--- config.mk ---
export PLATFORM = sky130hd
export DESIGN_NAME = uart_rx_param
export DESIGN_NICKNAME = d
export VERILOG_FILES = /design/src/rtl/uart_rx_param.sv
export SDC_FILE = /design/constraint.sdc
export NUM_CORES = 1
export LEC_CHECK = 0
export ABC_AREA = 1
export CAP_MARGIN = 20
export CORE_UTILIZATION = 57
export CTS_BUF_LIST = sky130_fd_sc_hd__clkbuf_4
export CTS_CLUSTER_DIAMETER = 120
export DETAILED_ROUTE_END_ITERATION = 6
export PLACE_DENSITY = 0.8
export REMOVE_ABC_BUFFERS = 1
export SLEW_MARGIN = 10
export SYNTH_ARGS = -nofsm -noshare
export SYNTH_HDL_FRONTEND = slang
export SYNTH_SLANG_ARGS = --single-unit
export TNS_END_PERCENT = 5
--- constraint.sdc ---
create_clock -name clk -period 3.95 [get_ports clk]
set_input_delay 0.79 -clock clk [delete_from_list [all_inputs] [get_ports clk]]
set_output_delay 0.79 -clock clk [all_outputs]
set_load 0.03 [all_outputs]
--- src/rtl/uart_rx_param.sv ---
// uart_rx_param: parametrised UART receiver with mid-bit sampling, parity/stop checks and a valid/ready output register
module uart_rx_param #(
  parameter int CLKS_PER_BIT = 16,
  parameter int DATA_BITS    = 8,
  parameter int PARITY_EN    = 1,
  parameter int PARITY_ODD   = 0,
  parameter int STOP_BITS    = 1
) (
  input  logic                 clk,
  input  logic                 reset,
  input  logic                 rx_data_in,
  output logic [DATA_BITS-1:0] rx_data_out,
  output logic                 rx_valid,
  input  logic                 rx_ready,
  output logic                 parity_error,
  output logic                 stop_error,
  output logic                 overrun_error,
  output logic                 rx_busy
);
  localparam int CW   = $clog2(CLKS_PER_BIT);
  localparam int HALF = CLKS_PER_BIT / 2;
  typedef enum logic [2:0] {IDLE, START, DATA, PARITY, STOP, DONE} state_t;
  state_t state, state_n;
  logic s1, rx_s, rx_p;
  logic [CW-1:0] cnt;
  logic [3:0] bits;
  logic [DATA_BITS-1:0] shreg;
  logic par_bad, stop_bad, tick, load, drop;
  always_ff @(posedge clk)
    state <= reset ? IDLE : state_n;
  assign tick = cnt == CW'(state == START ? HALF - 1 : CLKS_PER_BIT - 1);
  always_comb begin
    state_n = state;
    case (state)
      IDLE:    if (rx_p && !rx_s) state_n = START;
      START:   if (tick) state_n = rx_s ? IDLE : DATA;
      DATA:    if (tick && bits == 4'(DATA_BITS - 1)) state_n = PARITY_EN != 0 ? PARITY : STOP;
      PARITY:  if (tick) state_n = STOP;
      STOP:    if (tick && bits == 4'(STOP_BITS - 1)) state_n = DONE;
      default: state_n = IDLE;
    endcase
  end
  // A finished frame is only taken when the output register is free or being emptied this cycle
  always_comb begin
    load    = state == DONE && (!rx_valid || rx_ready);
    drop    = state == DONE && rx_valid && !rx_ready;
    rx_busy = state != IDLE;
  end
  always_ff @(posedge clk) begin
    if (reset) begin
      s1            <= 1'b1;
      rx_s          <= 1'b1;
      rx_p          <= 1'b1;
      cnt           <= '0;
      bits          <= '0;
      shreg         <= '0;
      par_bad       <= 1'b0;
      stop_bad      <= 1'b0;
      rx_data_out   <= '0;
      rx_valid      <= 1'b0;
      parity_error  <= 1'b0;
      stop_error    <= 1'b0;
      overrun_error <= 1'b0;
    end else begin
      s1            <= rx_data_in;
      rx_s          <= s1;
      rx_p          <= rx_s;
      cnt           <= (state == IDLE || tick || state_n != state) ? '0 : cnt + 1'b1;
      bits          <= (state_n != state) ? '0 : bits + 4'(tick);
      overrun_error <= drop;
      rx_valid      <= load || (rx_valid && !rx_ready);
      if (state == DATA && tick) shreg <= {rx_s, shreg[DATA_BITS-1:1]};
      if (state == START) begin
        par_bad  <= 1'b0;
        stop_bad <= 1'b0;
      end
      if (state == PARITY && tick) par_bad <= (^shreg ^ rx_s) != 1'(PARITY_ODD);
      if (state == STOP && tick && !rx_s) stop_bad <= 1'b1;
      if (load) begin
        rx_data_out  <= shreg;
        parity_error <= par_bad;
        stop_error   <= stop_bad;
      end
    end
  end
endmodule

==> results of run 1 <==
==> metal layers <==
layer	share of wire, %	vias up	wire length, um
met5	0	-	0
met4	1.6	0	48
met3	5.9	5	175
met2	46	34	1371
met1	46	576	1358
li1	-	670	-
==> registers in the layout, summed over array words and instances (netlist names) <==
register       cells
bits               4
cnt                4
overrun_error      1
par_bad            1
parity_error       1
rx_data_out        8
rx_p               1
rx_s               1
rx_valid           1
s1                 1
shreg              8
state              3
stop_bad           1
stop_error         1
==> path summary, 6_finish.rpt <==
| path | end | cells after the start | from |
|---|---|---|---|
| worst max register to register | rx_data_out[5] | 7 | state[0] |
| worst min-delay path | rx_s | 1 | s1 |
| worst max-delay path | rx_busy | 3 | state[0] |
| worst min register to register | rx_s | 1 | s1 |
==> logic make-up after synthesis <==
kind of cell	count (synthesis)
buf+inv	30
xor+xnor	11
simple gates	89
compound gates	28
fa+ha+maj	3
flops	36
==> cell usage in the layout (no fill, tap or decap), types with 6 or more instances in the layout <==
| cell type | instances |
|---|---|
| xor2_1 | 6 |
| inv_2 | 6 |
| a21oi_1 | 14 |
| clkdlybuf4s50_1 | 16 |
| nand3_1 | 13 |
| nor2_1 | 32 |
| inv_1 | 19 |
| o21ai_0 | 11 |
| dfxtp_1 | 36 |
| nand2_1 | 23 |
==> power breakdown <==
group | switching, mW | total (mW) | internal [mW]
Clock | 0.112 | 0.174 | 0.0621
Combinational | 0.0175 | 0.0274 | 0.00988
Sequential | 0.00257 | 0.367 | 0.365
==> layout make-up <==
cell class / instances / area share (%)
Multi-Input combinational cell: 131 / 40.73
Clock inverter: 2 / 0.4184
Sequential cell: 36 / 40.17
Tap cell: 30 / 2.092
Clock buffer: 5 / 2.092
Timing Repair Buffer: 16 / 8.926
Inverter: 26 / 5.579
==> per-stage QoR <==
| stage | hold slack [ns] | util (%) | power [mW] | cells |
|---|---|---|---|---|
| after floorplan | 0.3895 | - | 0.3923 | 193 |
| after global routing | 0.4406 | 70.50 | 0.5865 | 246 |
| after CTS | 0.4277 | 70.50 | 0.5732 | 246 |
| after detailed placement | 0.4064 | 68.73 | 0.4025 | 239 |
| final | 0.4221 | 70.50 | 0.5686 | 246 |
| after global placement | 0.3981 | 68.73 | 0.4013 | 239 |
==> worst register-to-register path, stage by stage (launching register included) <==
cell     delay (ns)
dfxtp_1        0.58
inv_2          0.10
nor2_1         0.15
nand2_1        0.11
nor2_1         0.51
inv_1          0.29
nor2_1         0.17
nor2_1         0.06
==> impl_metrics.yaml, run 1 <==
cells_and_area:
  n_fill_cell: 232
  fin_area_um2: 1794
  register_area_um2: 720.7
  multiInputGateArea_um2: 730.7
  antennaDiodeCount: 0
  drive_gt1_share_pct: 12.04
  fin_nets: 223
  syn_to_final_growth_pct: 14.26
yosys:
  synth_edf_count: 0
  ys_types: 26
  yosys.area_share.simple_pct: 28.53
  synth_top_family_by_area: "simple AND/OR/NAND/NOR gates"
  ys_seq_elements: 36
  yosys_warnings: 0
  synth-compound-area-share_pct: 9.482
  synth_cells: 197
  synthArstFlopShare_pct: 0
  netlist_top_cells_count: "dfxtp_1 (36), nor2_1 (32), nand2_1 (23)"
  synth_mux_area_share_pct: 0
  seq_area_frac_synth_pct: 45.90
  yosys.area.top_type: "dfxtp_1"
  synthTopCellsByArea: "dfxtp_1 (46%), nor2_1 (7.6%), nand2_1 (5.5%), inv_1 (4.5%), a21oi_1 (4.5%)"
  synth-main-ff-cell: "dfxtp_1"
  synth_top_area_share_pct: 45.90
  synth-xor-area-share_pct: 6.135
  synth_area_per_cell_um2: 7.971
  yosysMostFrequentCell: "dfxtp_1"
  synthAdderAreaFrac_pct: 2.390
  netlist_area_um2: 1570
job:
  maxCapViolCount: 0
worst_hold_path:
  hold_path_class: "flop to flop"
clocking:
  clk_pin_slew_ns: 0.10
  cts_tree: "built"
  cts_hold_repair.buffers: 0
  root_buffer: "clkbuf_4"
  cts_setup_buffers: 0
  ctsResizeCount: 0
  clk_latency_ns: 0.34
  clock_sinks: 36
  cts_max_level: 2
  clockBufferDepth: 2
  cts_made_buffers: 5
worst_setup_path:
  worstPathArrival_ns: 1.88
  start_kind: "flop"
  cp_top_family: "buffers and inverters"
  cp.buffers_inverters: 1
  ff2ff_setup_slack_ns: 1.88
  worst-setup-path-type: "flop to output port"
  crit_fanout: 7
  critPathMaxStageDelay_ns: 0.69
  required_ns: 3.16
  end_kind: "output port"
  path_cells: "nor2_1 > nand2_1 > clkdlybuf4s50_1"
  crit_slowest_cell: "clkdlybuf4s50_1"
placement:
  place.gp.congestion: 0.8175
  dpl.hpwl_mm: 2.217
  numPortBuffers: 16
  post-place-ws_ns: 1.504
  postPlaceCellArea_um2: 1749
route:
  initialDrtViolationCount: 28
  totalWireLength_mm: 2.953
  route.detailed.drc: 0
  avgRoutedWirePerCell_um: 12.00
  vias_per_cell: 5.224
  dr_total_vias: 1285
  first_pass_iters: 5
  ant_nets: 0
floorplanning:
  num_rows: 18
  dieHeight_um: 54.49
  ios: 17
  start_util_pct: 61.70
  die_w_um: 54.49
  die_area_um2: 2969
  core_um2: 2545
sta:
  finalClockSkew_ns: 0.007501
  tightest_slew_ns: 0.6409
  fin_crit_sh_pct: 67.49
  finalSetupTns_ns: 0
  timing.fmax_ghz: 0.3751
  finalHoldViolCount: 0
  max_slew_margin_pct: 57.11
  finalSetupViolCount: 0
  fin_crit_ns: 2.666
  rsz0062_at_grt: "no"
  fin_ws_ns: 1.284
  maxSlewViolCount: 0
grt:
  first_global_vias: 1211
  met2_usage_pct: 39.63
  grt_pass1_wl_mm: 4.871
  grtUsageTotal_pct: 23.77
  busiest_layer: "met2"
  grt_use_met3_pct: 7.778
  use_met1_pct: 26.99
  grt_max_degree: 16
  grt_overflow: 0
  antenna_found_initial: 0
run_status:
  status: "completed"
power_and_ir_drop:
  peakVddDrop_mv: 0.2714
  p_leak_nw: 0.7637
  p_per_area_nw_per_um2: 316.9
No activity file was read; power rests on OpenSTA's default activity.
==> run 2, diff against run 1 <==
- clock period: 3.95 -> 2.53 ns (I/O delays scaled with it)
==> run 2 against run 1 <==
  * Die area unchanged
  * Via count increased by 0.23%
  * Non-clock buffer count increased by 2
  * Count of clock-buffer cells in the layout unchanged
  * Combinational power increased by 55%
  * Power increased by 58%
  * Register-to-register slack got worse by 1.1 ns
  * Critical path type unchanged
==> impl_metrics.yaml, run 2 (synthesis gave the netlist of run 1 again) <==
run_status:
  status: "completed"
worst_setup_path:
  critPathMaxStageDelay_ns: 0.68
  cp.buffers_inverters: 1
  crit_fanout: 7
  crit_slowest_cell: "clkdlybuf4s50_1"
  required_ns: 2.02
  worstPathArrival_ns: 1.84
  start_kind: "flop"
  worst-setup-path-type: "flop to output port"
  r2r_start: "state[0]"
  cp.depth: 3
  end_kind: "output port"
  path_cells: "nor2_1 > nand2_1 > clkdlybuf4s50_1"
  rr_endpoint: "cnt[0]"
  ff2ff_path_depth: 10
  ff2ff_setup_slack_ns: 0.80
  cp_top_family: "buffers and inverters"
clocking:
  cts_hold_repair.buffers: 0
  clk_latency_ns: 0.34
  cts_max_level: 2
  ctsResizeCount: 0
  clockBufferDepth: 2
  cts_setup_buffers: 0
  clk_pin_slew_ns: 0.10
  root_buffer: "clkbuf_4"
  clock_sinks: 36
  cts_tree: "built"
  cts_made_buffers: 5
placement:
  dpl.hpwl_mm: 2.232
  postPlaceCellArea_um2: 1764
  numPortBuffers: 16
  place.gp.congestion: 0.8054
sta:
  rsz0062_at_grt: "no"
  tightest_slew_ns: 0.3981
  finalClockSkew_ns: 0.004376
  finalSetupTns_ns: 0
  fin_crit_ns: 2.344
  finalHoldViolCount: 0
  timing.fmax_ghz: 0.4267
  fin_crit_sh_pct: 92.63
  max_slew_margin_pct: 73.37
  maxSlewViolCount: 0
  finalSetupViolCount: 0
power_and_ir_drop:
  power.total_mw: 0.9012
  peakVddDrop_mv: 0.4883
  p_per_area_nw_per_um2: 496.4
  p_leak_nw: 0.7802
grt:
  antenna_found_initial: 0
  first_global_vias: 1201
  grt_pass1_wl_mm: 4.947
  grt_overflow: 0
  grt_max_degree: 15
  grtUsageTotal_pct: 24.20
route:
  vias_per_cell: 5.173
  totalWireLength_mm: 2.915
  first_pass_iters: 4
  route.detailed.drc: 0
  ant_nets: 0
  initialDrtViolationCount: 17
  dr_total_vias: 1288
  avgRoutedWirePerCell_um: 11.71
cells_and_area:
  multiInputGateArea_um2: 730.7
  syn_to_final_growth_pct: 15.62
  drive_gt1_share_pct: 13.70
  fin_nets: 225
  antennaDiodeCount: 0
  n_fill_cell: 220
  fin_area_um2: 1815
  register_area_um2: 720.7
  postLayoutCoreUtil_pct: 71.34
  largestRegisters: "rx_data_out: 8 flops, shreg: 8 flops"
  final_common_cell: "dfxtp_1"
  final_cell_mix: "dfxtp_1 (36), nor2_1 (32), nand2_1 (23)"
worst_hold_path:
  whs_path_depth: 1
  hold_path_class: "flop to flop"
  holdPathEnd: "rx_s"
  min_from: "s1"
floorplanning:
  ios: 17
  die_area_um2: 2969
  die_w_um: 54.49
  start_util_pct: 61.70
  core_um2: 2545
  num_rows: 18
  dieHeight_um: 54.49
job:
  maxCapViolCount: 0
[run 2: cell types whose count changed in the layout (fill, tap and decap cells not counted)]
cell and change:
buf_4 +2, clkinv_1 -1, clkinv_2 +2
[run 2: per-layer routing]
layer	up-vias	track usage [%]	routed length (um)
met2	19	42.48	1451
met3	8	6.667	107
met5	-	0	0
li1	673	-	-
met4	0	11.54	56
met1	588	26.68	1299
[run 2: worst max-delay path by stage]
stage                     endpoint      from
after detailed placement   rx_busy  state[0]
after global placement     rx_busy  state[0]
final                      rx_busy  state[0]
after CTS                  rx_busy  state[0]
after floorplan             cnt[0]  state[0]
after global routing       rx_busy  state[0]
[run 2: area by class of cell]
class                      instances  area share (%)
multi-input combinational        131           40.25
clock inverter                     3          0.7581
clock buffer                       5           2.068
inverter                          26           5.513
timing repair buffer              18           9.649
sequential                        36           39.70
tap                               30           2.068
[run 2: power breakdown]
part,switching (mW),internal [mW],leakage [nW]
clock network,0.184,0.102,0.0324
logic,0.0260,0.0164,0.457
registers,0.00392,0.570,0.291
[run 2: stage by stage]
| step | std cells | setup WS (ns) | hold slack (ns) |
|---|---|---|---|
| floorplan | 193 | 0.8837 | 0.3895 |
| global placement | 241 | 0.6107 | 0.3972 |
| detailed placement | 241 | 0.5789 | 0.4048 |
| CTS | 249 | 0.1873 | 0.4302 |
| global route | 249 | 0.1045 | 0.4396 |
| finish | 249 | 0.1864 | 0.4255 |
[run 2: worst reg2reg max path, cell delays in order, from the launching register on]
cell     delay, ns
dfxtp_1       0.57
nand3_4       0.16
nand2_4       0.09
nand3_4       0.12
a21oi_2       0.16
nand3_1       0.11
nand2_1       0.09
inv_2         0.04
nor2_2        0.14
nand3_2       0.11
nor2_1        0.10
